===== config.mk =====
export PLATFORM = sky130hd
export DESIGN_NAME = safebox_lock_ctrl_flat
export DESIGN_NICKNAME = d
export VERILOG_FILES = /design/src/rtl/safebox_lock_ctrl_if.sv /design/src/rtl/safebox_lock_ctrl.sv /design/src/flat_wrapper.sv
export SDC_FILE = /design/constraint.sdc
export NUM_CORES = 1
export LEC_CHECK = 0
export BUFFER_PORTS_ARGS = -buffer_cell sky130_fd_sc_hd__buf_4
export CAP_MARGIN = 20
export CORE_MARGIN = 5
export CORE_UTILIZATION = 45
export CTS_CLUSTER_DIAMETER = 150
export DETAILED_ROUTE_END_ITERATION = 10
export SLEW_MARGIN = 5
export SYNTH_ARGS = -nofsm -noshare
export SYNTH_HDL_FRONTEND = slang
export SYNTH_SLANG_ARGS = --single-unit

===== constraint.sdc =====
create_clock -name clk -period 3.9 [get_ports clk]
set_input_delay 0.39 -clock clk [delete_from_list [all_inputs] [get_ports clk]]
set_output_delay 0.39 -clock clk [all_outputs]
set_load 0.01 [all_outputs]

===== src/rtl/safebox_lock_ctrl_if.sv =====
// Keypad strobes toward the lock controller and its status outputs toward the display.
interface safebox_lock_ctrl_if;
    logic       key_valid;
    logic [3:0] key_code;
    logic       key_enter;
    logic       key_clear;
    logic       lock_cmd;
    logic       set_cmd;
    logic       state;
    logic       lockout;
    logic [2:0] fail_cnt;
    logic [3:0] digit_cnt;
    logic       err_pulse;
    logic       ok_pulse;

    modport master (
        output key_valid, key_code, key_enter, key_clear, lock_cmd, set_cmd,
        input  state, lockout, fail_cnt, digit_cnt, err_pulse, ok_pulse
    );

    modport slave (
        input  key_valid, key_code, key_enter, key_clear, lock_cmd, set_cmd,
        output state, lockout, fail_cnt, digit_cnt, err_pulse, ok_pulse
    );
endinterface


===== src/rtl/safebox_lock_ctrl.sv =====
// Safe box code entry/compare/lockout sequencer; SAFEBOX_AUTO_RELOCK_EN adds idle auto-relock.
// Latency: all outputs registered; key_enter at N gives ok/err_pulse at N+1, state/lockout at N+2.
// Backpressure: none; single-cycle strobes, anything arriving in a busy state is dropped.
module safebox_lock_ctrl #(
    parameter int                    DIGITS             = 4,
    parameter logic [DIGITS*4-1:0]   DEFAULT_CODE       = 16'h1234,
    parameter int                    MAX_FAIL           = 3,
    parameter int                    LOCKOUT_CYCLES     = 250000000,
    parameter int                    AUTO_RELOCK_CYCLES = 500000000
) (
    input logic               clk,
    input logic               rst,
    safebox_lock_ctrl_if.slave bus
);
    localparam int CW      = DIGITS * 4;
    localparam int MAX_CYC = (LOCKOUT_CYCLES > AUTO_RELOCK_CYCLES) ? LOCKOUT_CYCLES : AUTO_RELOCK_CYCLES;
    localparam int TW      = $clog2(MAX_CYC) + 1;

    typedef enum logic [2:0] {
        S_LOCKED   = 3'd0,
        S_CHECK    = 3'd1,
        S_OPEN     = 3'd2,
        S_OPEN_SET = 3'd3,
        S_LOCKOUT  = 3'd4
    } st_t;

    st_t           st_q, st_d;
    logic [CW-1:0] code_q, code_d;
    logic [CW-1:0] ebuf_q, ebuf_d;
    logic [3:0]    dcnt_q, dcnt_d;
    logic [2:0]    fcnt_q, fcnt_d;
    logic [TW-1:0] tmr_q, tmr_d;
    logic          match_q, match_d;
    logic          err_q, err_d;
    logic          ok_q, ok_d;
    logic          state_q, lockout_q;
    logic          full;
    logic [CW-1:0] shifted;
    logic [2:0]    fail_next;
`ifdef SAFEBOX_AUTO_RELOCK_EN
    logic [TW-1:0] idle_q, idle_d;
`endif

    always_comb begin
        st_d      = st_q;
        code_d    = code_q;
        ebuf_d    = ebuf_q;
        dcnt_d    = dcnt_q;
        fcnt_d    = fcnt_q;
        tmr_d     = tmr_q;
        match_d   = match_q;
        err_d     = 1'b0;
        ok_d      = 1'b0;
        full      = (dcnt_q == 4'(DIGITS));
        shifted   = (ebuf_q << 4) | CW'(bus.key_code);
        fail_next = (fcnt_q >= 3'(MAX_FAIL)) ? 3'(MAX_FAIL) : fcnt_q + 3'd1;
`ifdef SAFEBOX_AUTO_RELOCK_EN
        idle_d    = '0;
`endif

        case (st_q)
            S_LOCKED: begin
                if (bus.key_clear) begin
                    ebuf_d = '0;
                    dcnt_d = '0;
                end else if (bus.key_enter) begin
                    if (full) begin
                        // Compare now so the pulse can lead the state change by a cycle.
                        st_d    = S_CHECK;
                        match_d = (ebuf_q == code_q);
                        ok_d    = (ebuf_q == code_q);
                        err_d   = (ebuf_q != code_q);
                    end else begin
                        err_d  = 1'b1;
                        ebuf_d = '0;
                        dcnt_d = '0;
                    end
                end else if (bus.key_valid && !full) begin
                    ebuf_d = shifted;
                    dcnt_d = dcnt_q + 4'd1;
                end
            end

            S_CHECK: begin
                ebuf_d = '0;
                dcnt_d = '0;
                if (match_q) begin
                    st_d   = S_OPEN;
                    fcnt_d = '0;
                end else begin
                    fcnt_d = fail_next;
                    if (fail_next == 3'(MAX_FAIL)) begin
                        st_d  = S_LOCKOUT;
                        tmr_d = TW'(LOCKOUT_CYCLES - 1);
                    end else begin
                        st_d = S_LOCKED;
                    end
                end
            end

            S_OPEN: begin
                if (bus.lock_cmd) begin
                    st_d = S_LOCKED;
                end else if (bus.set_cmd) begin
                    st_d = S_OPEN_SET;
                end
                ebuf_d = '0;
                dcnt_d = '0;
            end

            S_OPEN_SET: begin
                if (bus.lock_cmd) begin
                    st_d   = S_LOCKED;
                    ebuf_d = '0;
                    dcnt_d = '0;
                end else if (bus.key_clear) begin
                    ebuf_d = '0;
                    dcnt_d = '0;
                end else if (bus.key_enter) begin
                    if (full) begin
                        code_d = ebuf_q;
                        ok_d   = 1'b1;
                        st_d   = S_OPEN;
                    end else begin
                        err_d = 1'b1;
                    end
                    ebuf_d = '0;
                    dcnt_d = '0;
                end else if (bus.key_valid && !full) begin
                    ebuf_d = shifted;
                    dcnt_d = dcnt_q + 4'd1;
                end
            end

            S_LOCKOUT: begin
                if (tmr_q == '0) begin
                    st_d   = S_LOCKED;
                    fcnt_d = '0;
                end else begin
                    tmr_d = tmr_q - 1'b1;
                end
            end

            default: begin
                st_d = S_LOCKED;
            end
        endcase

`ifdef SAFEBOX_AUTO_RELOCK_EN
        if ((st_q == S_OPEN || st_q == S_OPEN_SET) && !bus.lock_cmd) begin
            if (bus.key_valid || bus.key_enter || bus.key_clear || bus.set_cmd) begin
                idle_d = '0;
            end else if (idle_q == TW'(AUTO_RELOCK_CYCLES - 1)) begin
                st_d   = S_LOCKED;
                ebuf_d = '0;
                dcnt_d = '0;
            end else begin
                idle_d = idle_q + 1'b1;
            end
        end
`endif
    end

    always_ff @(posedge clk or posedge rst) begin
        if (rst) begin
            st_q      <= S_LOCKED;
            code_q    <= DEFAULT_CODE;
            ebuf_q    <= '0;
            dcnt_q    <= '0;
            fcnt_q    <= '0;
            tmr_q     <= '0;
            match_q   <= 1'b0;
            err_q     <= 1'b0;
            ok_q      <= 1'b0;
            state_q   <= 1'b0;
            lockout_q <= 1'b0;
        end else begin
            st_q      <= st_d;
            code_q    <= code_d;
            ebuf_q    <= ebuf_d;
            dcnt_q    <= dcnt_d;
            fcnt_q    <= fcnt_d;
            tmr_q     <= tmr_d;
            match_q   <= match_d;
            err_q     <= err_d;
            ok_q      <= ok_d;
            state_q   <= (st_d == S_OPEN) || (st_d == S_OPEN_SET);
            lockout_q <= (st_d == S_LOCKOUT);
        end
    end

`ifdef SAFEBOX_AUTO_RELOCK_EN
    always_ff @(posedge clk or posedge rst) begin
        if (rst) begin
            idle_q <= '0;
        end else begin
            idle_q <= idle_d;
        end
    end
`endif

    assign bus.state     = state_q;
    assign bus.lockout   = lockout_q;
    assign bus.fail_cnt  = fcnt_q;
    assign bus.digit_cnt = dcnt_q;
    assign bus.err_pulse = err_q;
    assign bus.ok_pulse  = ok_q;
endmodule


===== src/flat_wrapper.sv =====
// flat-port wrapper written by rule: the top's interface ports become plain ports
module safebox_lock_ctrl_flat 
#(
    parameter int                    DIGITS             = 4,
    parameter logic [DIGITS*4-1:0]   DEFAULT_CODE       = 16'h1234,
    parameter int                    MAX_FAIL           = 3,
    parameter int                    LOCKOUT_CYCLES     = 250000000,
    parameter int                    AUTO_RELOCK_CYCLES = 500000000
)
  (clk, rst, bus_key_valid, bus_key_code, bus_key_enter, bus_key_clear, bus_lock_cmd, bus_set_cmd, bus_state, bus_lockout, bus_fail_cnt, bus_digit_cnt, bus_err_pulse, bus_ok_pulse);
  safebox_lock_ctrl_if bus_i ();
  input logic clk;
  input logic rst;
  input wire logic [$bits(bus_i.key_valid)-1:0] bus_key_valid;
  input wire logic [$bits(bus_i.key_code)-1:0] bus_key_code;
  input wire logic [$bits(bus_i.key_enter)-1:0] bus_key_enter;
  input wire logic [$bits(bus_i.key_clear)-1:0] bus_key_clear;
  input wire logic [$bits(bus_i.lock_cmd)-1:0] bus_lock_cmd;
  input wire logic [$bits(bus_i.set_cmd)-1:0] bus_set_cmd;
  output wire logic [$bits(bus_i.state)-1:0] bus_state;
  output wire logic [$bits(bus_i.lockout)-1:0] bus_lockout;
  output wire logic [$bits(bus_i.fail_cnt)-1:0] bus_fail_cnt;
  output wire logic [$bits(bus_i.digit_cnt)-1:0] bus_digit_cnt;
  output wire logic [$bits(bus_i.err_pulse)-1:0] bus_err_pulse;
  output wire logic [$bits(bus_i.ok_pulse)-1:0] bus_ok_pulse;
  assign bus_i.key_valid = bus_key_valid;
  assign bus_i.key_code = bus_key_code;
  assign bus_i.key_enter = bus_key_enter;
  assign bus_i.key_clear = bus_key_clear;
  assign bus_i.lock_cmd = bus_lock_cmd;
  assign bus_i.set_cmd = bus_set_cmd;
  assign bus_state = bus_i.state;
  assign bus_lockout = bus_i.lockout;
  assign bus_fail_cnt = bus_i.fail_cnt;
  assign bus_digit_cnt = bus_i.digit_cnt;
  assign bus_err_pulse = bus_i.err_pulse;
  assign bus_ok_pulse = bus_i.ok_pulse;
  safebox_lock_ctrl #(.DIGITS(DIGITS), .DEFAULT_CODE(DEFAULT_CODE), .MAX_FAIL(MAX_FAIL), .LOCKOUT_CYCLES(LOCKOUT_CYCLES), .AUTO_RELOCK_CYCLES(AUTO_RELOCK_CYCLES)) u_core (.clk(clk), .rst(rst), .bus(bus_i));
endmodule

==> results of run 1 <==
-- state kept, by name, indices dropped and copies added, names as in the netlist --
register              flops
u_core.tmr_q             30
u_core.code_q            16
u_core.ebuf_q            16
u_core.bus.digit_cnt      4
u_core.bus.fail_cnt       3
u_core.st_q               3
u_core.bus.err_pulse      1
u_core.bus.lockout        1
u_core.bus.ok_pulse       1
u_core.bus.state          1
u_core.match_q            1
-- how the worst max path moves through the flow --
stage | cells after the start | end
after floorplan | 1 | u_core.bus.digit_cnt[0]
after global placement | 5 | u_core.tmr_q[11]
after detailed placement | 5 | u_core.tmr_q[19]
after CTS | 5 | u_core.tmr_q[8]
after global routing | 5 | u_core.tmr_q[8]
final | 5 | u_core.tmr_q[19]
-- kinds of logic after synthesis --
| kind of cell | count (synthesis) | share of synthesized area [%] |
|---|---|---|
| flip-flops | 77 | 50.3 |
| AND/OR/NAND/NOR | 123 | 19.5 |
| AO/OA/AOI/OAI | 91 | 16.2 |
| XOR/XNOR | 18 | 4.11 |
| buffers and inverters | 20 | 2.44 |
| adder cells (fa/ha/maj) | 5 | 1.63 |
| multiplexers | 20 | 5.80 |
-- critical path: stages (launching register included) --
cell,delay (ns)
dfrtp_1,0.44
or4_4,0.58
or4b_4,0.54
o31ai_4,0.65
or4_1,0.22
a21oi_1,0.06
-- synth_stat cells, types with 2 or more instances --
cell,n
a211oi_1,3
a21oi_1,12
a21oi_2,3
a22o_1,16
a31o_1,2
a31oi_1,10
and2_1,2
and3_1,3
and3b_1,3
and4_1,5
clkbuf_1,10
dfrtp_1,72
dfstp_2,5
ha_1,5
inv_1,8
mux2_2,18
mux2i_1,2
nand2_1,11
nand2b_1,2
nand3_1,9
nand3b_1,5
nand4_1,6
nor2_1,20
nor3_1,11
nor4_1,12
o21ai_0,17
o21ai_1,9
o31a_1,2
o31ai_1,8
o41ai_1,2
or2_2,4
or3_1,10
or4_1,12
xor2_1,17
-- through the flow --
step | hold slack (ns) | setup slack [ns]
after CTS | 0.164 | 1.25
final | 0.131 | 1.26
after floorplan | 0.471 | 1.55
after global routing | 0.208 | 1.14
after global placement | 0.505 | 1.33
after detailed placement | 0.509 | 1.27
-- final cells by class --
type	instances	area share, %
Timing Repair Buffer	27	4.69
Clock inverter	7	1.91
Inverter	8	0.724
Clock buffer	9	2.87
Tap cell	105	3.04
Sequential cell	77	44.8
Multi-Input combinational cell	257	42.0
-- power by group through the flow --
stage | Clock, mW | Sequential, mW | Combinational, mW
global route | 0.686 | 0.891 | 0.470
floorplan | 0 | 0.887 | 0.319
detailed placement | 0 | 0.898 | 0.417
CTS | 0.650 | 0.883 | 0.419
finish | 0.632 | 0.884 | 0.417
global placement | 0 | 0.896 | 0.406
-- cells in the final DEF, fill, tap and decap left out, types with 6 or more instances in the layout --
cell,count
nor3_1,11
mux2_2,18
nor2_1,20
a31oi_1,10
buf_4,27
o21ai_1,9
nor4_1,12
xor2_1,17
nand2_1,11
a22o_1,16
nand3_1,9
dfrtp_1,72
a21oi_1,12
or3_1,10
inv_1,7
o21ai_0,17
or4_1,12
nand4_1,6
clkbuf_8,9
o31ai_1,8
-- per-layer routing --
| metal | track usage (%) | share of wire [%] |
|---|---|---|
| met5 | 0 | 0 |
| met4 | 7.57 | 1.8 |
| met3 | 3.07 | 4.3 |
| met2 | 24.4 | 44 |
| met1 | 23.8 | 50 |
==> flow_metrics.env, run 1 <==
export IMPL_route_detailed_drc=0
export IMPL_nets=396
export IMPL_worst_r2r_cell_count=5
export IMPL_pwr_share_seq_pct=45.8
export IMPL_synth_area_top_cells="dfrtp_1, mux2_2, xor2_1"
export IMPL_status="finished, final reports clean"
export IMPL_path_clk_slew_ns=0.09
export IMPL_start_util_pct=46.5
export IMPL_start_kind="flip-flop"
export IMPL_setup_violations=0
export IMPL_core_area_sq_um=8260
export IMPL_cts_buffers=9
export IMPL_drtIter0Drc=150
export IMPL_grt_pass1_wl_mm=13.6
export IMPL_grt_total_usage_pct=16.6
export IMPL_power_per_cell_area_nw_per_um2=448
export IMPL_clk_insertion_delay_late_ns=0.36
export IMPL_die_w_microns=102
export IMPL_cp_max_fo=21
export IMPL_postCtsSetupBuffers=0
export IMPL_drv_slew=0
export IMPL_internal_power_mw=1.29
export IMPL_stdcell_area_sq_um=4320
export IMPL_avgSynthCellArea_sq_um=10.8
export IMPL_relSlewSlack_pct=47.8
export IMPL_dp_cells=474
export IMPL_synth_edf_count=0
export IMPL_die_h_microns=102
export IMPL_synth_seq_cells=77
export IMPL_finClkSkew_ns=0.00957
export IMPL_setup_tns_ns=0
export IMPL_arrival_ns=2.85
export IMPL_ios=22
export IMPL_holdBufCountCts=0
export IMPL_hold_viol=0
export IMPL_power_frac_comb_pct=21.6
export IMPL_rr_endpoint="u_core.tmr_q[19]"
export IMPL_ant_nets=0
export IMPL_drt_pass1_iter_count=4
export IMPL_drive_above_1_share_pct=20.8
export IMPL_numPortBuffers=21
export IMPL_synth_warnings=0
export IMPL_crit_required_ns=4.11
export IMPL_reg2reg_from="u_core.tmr_q[2]"
export IMPL_rsz0062_at_grt="false"
export IMPL_cts_path_max_buffers=2
export IMPL_num_rows=33
export IMPL_post_route_min_period_ns=2.64
export IMPL_cts_tree="built"
export IMPL_routedWlPerCell_microns=16.1
export IMPL_synth_top_cell_area_share_pct=46.9
export IMPL_power_mw=1.93
export IMPL_cp_end_kind="flip-flop"
export IMPL_synth_area_sq_um=3840
export IMPL_clockPowerShare_pct=32.7
export IMPL_fmax_ghz=0.379
export IMPL_cp_startpoint="u_core.tmr_q[2]"
export IMPL_antenna_found_initial=0
export IMPL_ff_latch_area_sq_um=1930
export IMPL_post_route_util_pct=52.3
export IMPL_syn_nets=370
export IMPL_htree_levels=3
export IMPL_grt_start_max_net_pins=45
export IMPL_dpl_cell_area_sq_um=4110
export IMPL_vias=2910
export IMPL_ir_drop_mv=0.180
export IMPL_p_switching_uw=644
export IMPL_r2r_slack_ns=1.26
export IMPL_grt_pass1_vias=2836
export IMPL_seq_area_frac_synth_pct=50.3
export IMPL_switching_share_pct=33.3
export IMPL_ys_async_sr_fraction_pct=100
export IMPL_layoutNonFillerInstCount=490
export IMPL_viasPerCell=5.94
export IMPL_synth_distinct_cells=52
export IMPL_drv_cap=0
export IMPL_area_delta_synth_final_pct=12.4
export IMPL_syn_inst=354
export IMPL_finalCritPeriodShare_pct=67.7
export IMPL_die_area_sq_um=10500
export IMPL_grt_ovfl_total=0
export IMPL_routed_wl_mm=7.87
export IMPL_n_antenna_cell=0
export IMPL_synth_ff_type="dfrtp_1"
export IMPL_yosys_area_top_type="dfrtp_1"
export IMPL_fillers=733
export IMPL_clock_sinks=77
export IMPL_leakagePower_nw=2.10
export IMPL_gp_congestion=0.803
export IMPL_tightest_slew_ns=0.784
export IMPL_cts_resized=0
export IMPL_dp_hpwl_mm=5.23
export IMPL_cts_root_buf="clkbuf_8"
export IMPL_multi_input_area_sq_um=1810
export IMPL_critPathKind="flip-flop to flip-flop"
export IMPL_hold_class="primary input to asynchronous set/reset pin"
Note: power is estimated with default switching activity, not from simulation.
==> run 2, diff against run 1 <==
==> constraint.sdc (replaced) <==
create_clock -name clk -period 2.6 [get_ports clk]
set_input_delay 0.26 -clock clk [delete_from_list [all_inputs] [get_ports clk]]
set_output_delay 0.26 -clock clk [all_outputs]
set_load 0.01 [all_outputs]
==> run 2 against run 1 <==
The run now ends with negative hold slack left. Worst hold slack worse by 0.13 ns. Non-clock buffer count is 10 higher. Clock power is 79% higher. Critical path type unchanged. Critical endpoint is now u_core.tmr_q[22]. Largest cell class unchanged. Largest power group unchanged.
==> flow_metrics.env, run 2 (synthesis gave the netlist of run 1 again) <==
export IMPL_crit_required_ns=2.82
export IMPL_finClkSkew_ns=0.0149
export IMPL_setup_tns_ns=0
export IMPL_power_mw=3.12
export IMPL_fin_hold_ws_ns=-0.00133
export IMPL_gp_congestion=0.826
export IMPL_final_setup_worst_slack_ns=0.166
export IMPL_clk_insertion_delay_late_ns=0.35
export IMPL_path_clk_slew_ns=0.09
export IMPL_viasPerCell=5.86
export IMPL_ir_drop_mv=0.298
export IMPL_antenna_found_initial=0
export IMPL_area_delta_synth_final_pct=15.8
export IMPL_nets=406
export IMPL_dp_cells=484
export IMPL_cp_end_kind="flip-flop"
export IMPL_status="finished with violations"
export IMPL_vias=2928
export IMPL_leakagePower_nw=2.17
export IMPL_die_area_sq_um=10500
export IMPL_cts_tree="built"
export IMPL_die_w_microns=102
export IMPL_hold_class="primary input to asynchronous set/reset pin"
export IMPL_grt_start_max_net_pins=41
export IMPL_route_detailed_drc=0
export IMPL_dp_hpwl_mm=5.52
export IMPL_start_kind="flip-flop"
export IMPL_start_util_pct=46.5
export IMPL_post_route_min_period_ns=2.43
export IMPL_grt_pass1_vias=2970
export IMPL_tightest_slew_ns=0.718
export IMPL_rsz0062_at_grt="false"
export IMPL_dp_slack_ns=0.190
export IMPL_reg_top3="u_core.tmr_q (30), u_core.code_q (16), u_core.ebuf_q (16)"
export IMPL_cts_resized=0
export IMPL_final_cell_mix="dfrtp_1, buf_4, nor2_1"
export IMPL_setup_violations=0
export IMPL_grt_total_usage_pct=17.1
export IMPL_violations="negative hold slack"
export IMPL_cts_path_max_buffers=2
export IMPL_fmax_ghz=0.411
export IMPL_drv_cap=0
export IMPL_drv_slew=0
export IMPL_routedWlPerCell_microns=16.1
export IMPL_hold_viol=4
export IMPL_n_antenna_cell=0
export IMPL_core_area_sq_um=8260
export IMPL_num_rows=33
export IMPL_finalCritPeriodShare_pct=93.6
export IMPL_fillers=761
export IMPL_cp_max_fo=7
export IMPL_drive_above_1_share_pct=22.5
export IMPL_routed_wl_mm=8.07
export IMPL_layoutNonFillerInstCount=500
export IMPL_grt_ovfl_total=0
export IMPL_drtIter0Drc=126
export IMPL_mostFrequentLayoutCell="dfrtp_1"
export IMPL_drt_pass1_iter_count=4
export IMPL_postCtsSetupBuffers=0
export IMPL_power_per_cell_area_nw_per_um2=703
export IMPL_ant_nets=0
export IMPL_largest_reg_flops=30
export IMPL_clock_sinks=77
export IMPL_holdBufCountCts=0
export IMPL_numPortBuffers=21
export IMPL_cts_buffers=9
export IMPL_regMostFlops="u_core.tmr_q"
export IMPL_cts_root_buf="clkbuf_8"
export IMPL_relSlewSlack_pct=52.1
export IMPL_htree_levels=3
export IMPL_ios=22
export IMPL_grt_pass1_wl_mm=14.2
export IMPL_die_h_microns=102
export IMPL_arrival_ns=2.66
export IMPL_critPathKind="flip-flop to flip-flop"
-- run 2: cell count changes in the layout (fill, tap and decap cells not counted), sizes merged --
cell / change
buf: +10
bufinv: +2
clkbuf: +2
clkinv: -1
clkinvlp: -1
inv: -2
-- run 2: stage by stage --
stage / util [%] / cell area [sq um]
floorplan: - / 3840
global placement: 50.8 / 4200
detailed placement: 50.8 / 4200
global route: 53.8 / 4450
CTS: 53.8 / 4450
finish: 53.8 / 4450
-- run 2: per-layer routing --
layer  track usage, %  vias up  part of all wire [%]
li1                 -     1422                     -
met1             24.4     1432                    50
met2             26.1       62                    45
met3             2.39       12                   3.9
met4             7.47        0                   1.7
met5                0        -                     0
-- run 2: worst paths after layout --
path | from | endpoint | slack [ns] | depth (start not counted)
worst max-delay path | u_core.tmr_q[2] | u_core.tmr_q[22] | 0.17 | 5
worst min-delay path | rst | u_core.tmr_q[25] | -0.001 | 2
worst max register to register | u_core.tmr_q[2] | u_core.tmr_q[22] | 0.17 | 5
worst min register to register | u_core.tmr_q[26] | u_core.tmr_q[26] | 0.51 | 1
max in group asynchronous | rst | u_core.code_q[12] | 1.93 | 3
min in group clk | bus_key_code[1] | u_core.ebuf_q[1] | 0.13 | 2
-- run 2: critical path: stages (launching register included) --
cell and delay [ns]:
dfrtp_1 0.45, or4_4 0.58, nor4b_2 0.32, nand4_1 0.31
o31a_1 0.32, or3_1 0.34
-- run 2: where the power goes --
part           total, mW  leakage, nW  internal (mW)  switching [mW]
combinational      0.672         1.01          0.258           0.414
sequential          1.33         1.05           1.25          0.0743
clock               1.13        0.120          0.668           0.457
total               3.12         2.17           2.18           0.945
-- run 2: layout make-up --
class,instances,area [sq um],area share [%]
well taps,105,131,2.95
clock inverters,5,106,2.39
repair buffers,37,290,6.53
flip-flops and latches,77,1930,43.5
inverters,8,31.3,0.703
clock buffers,11,141,3.18
multi-input cells,257,1810,40.8
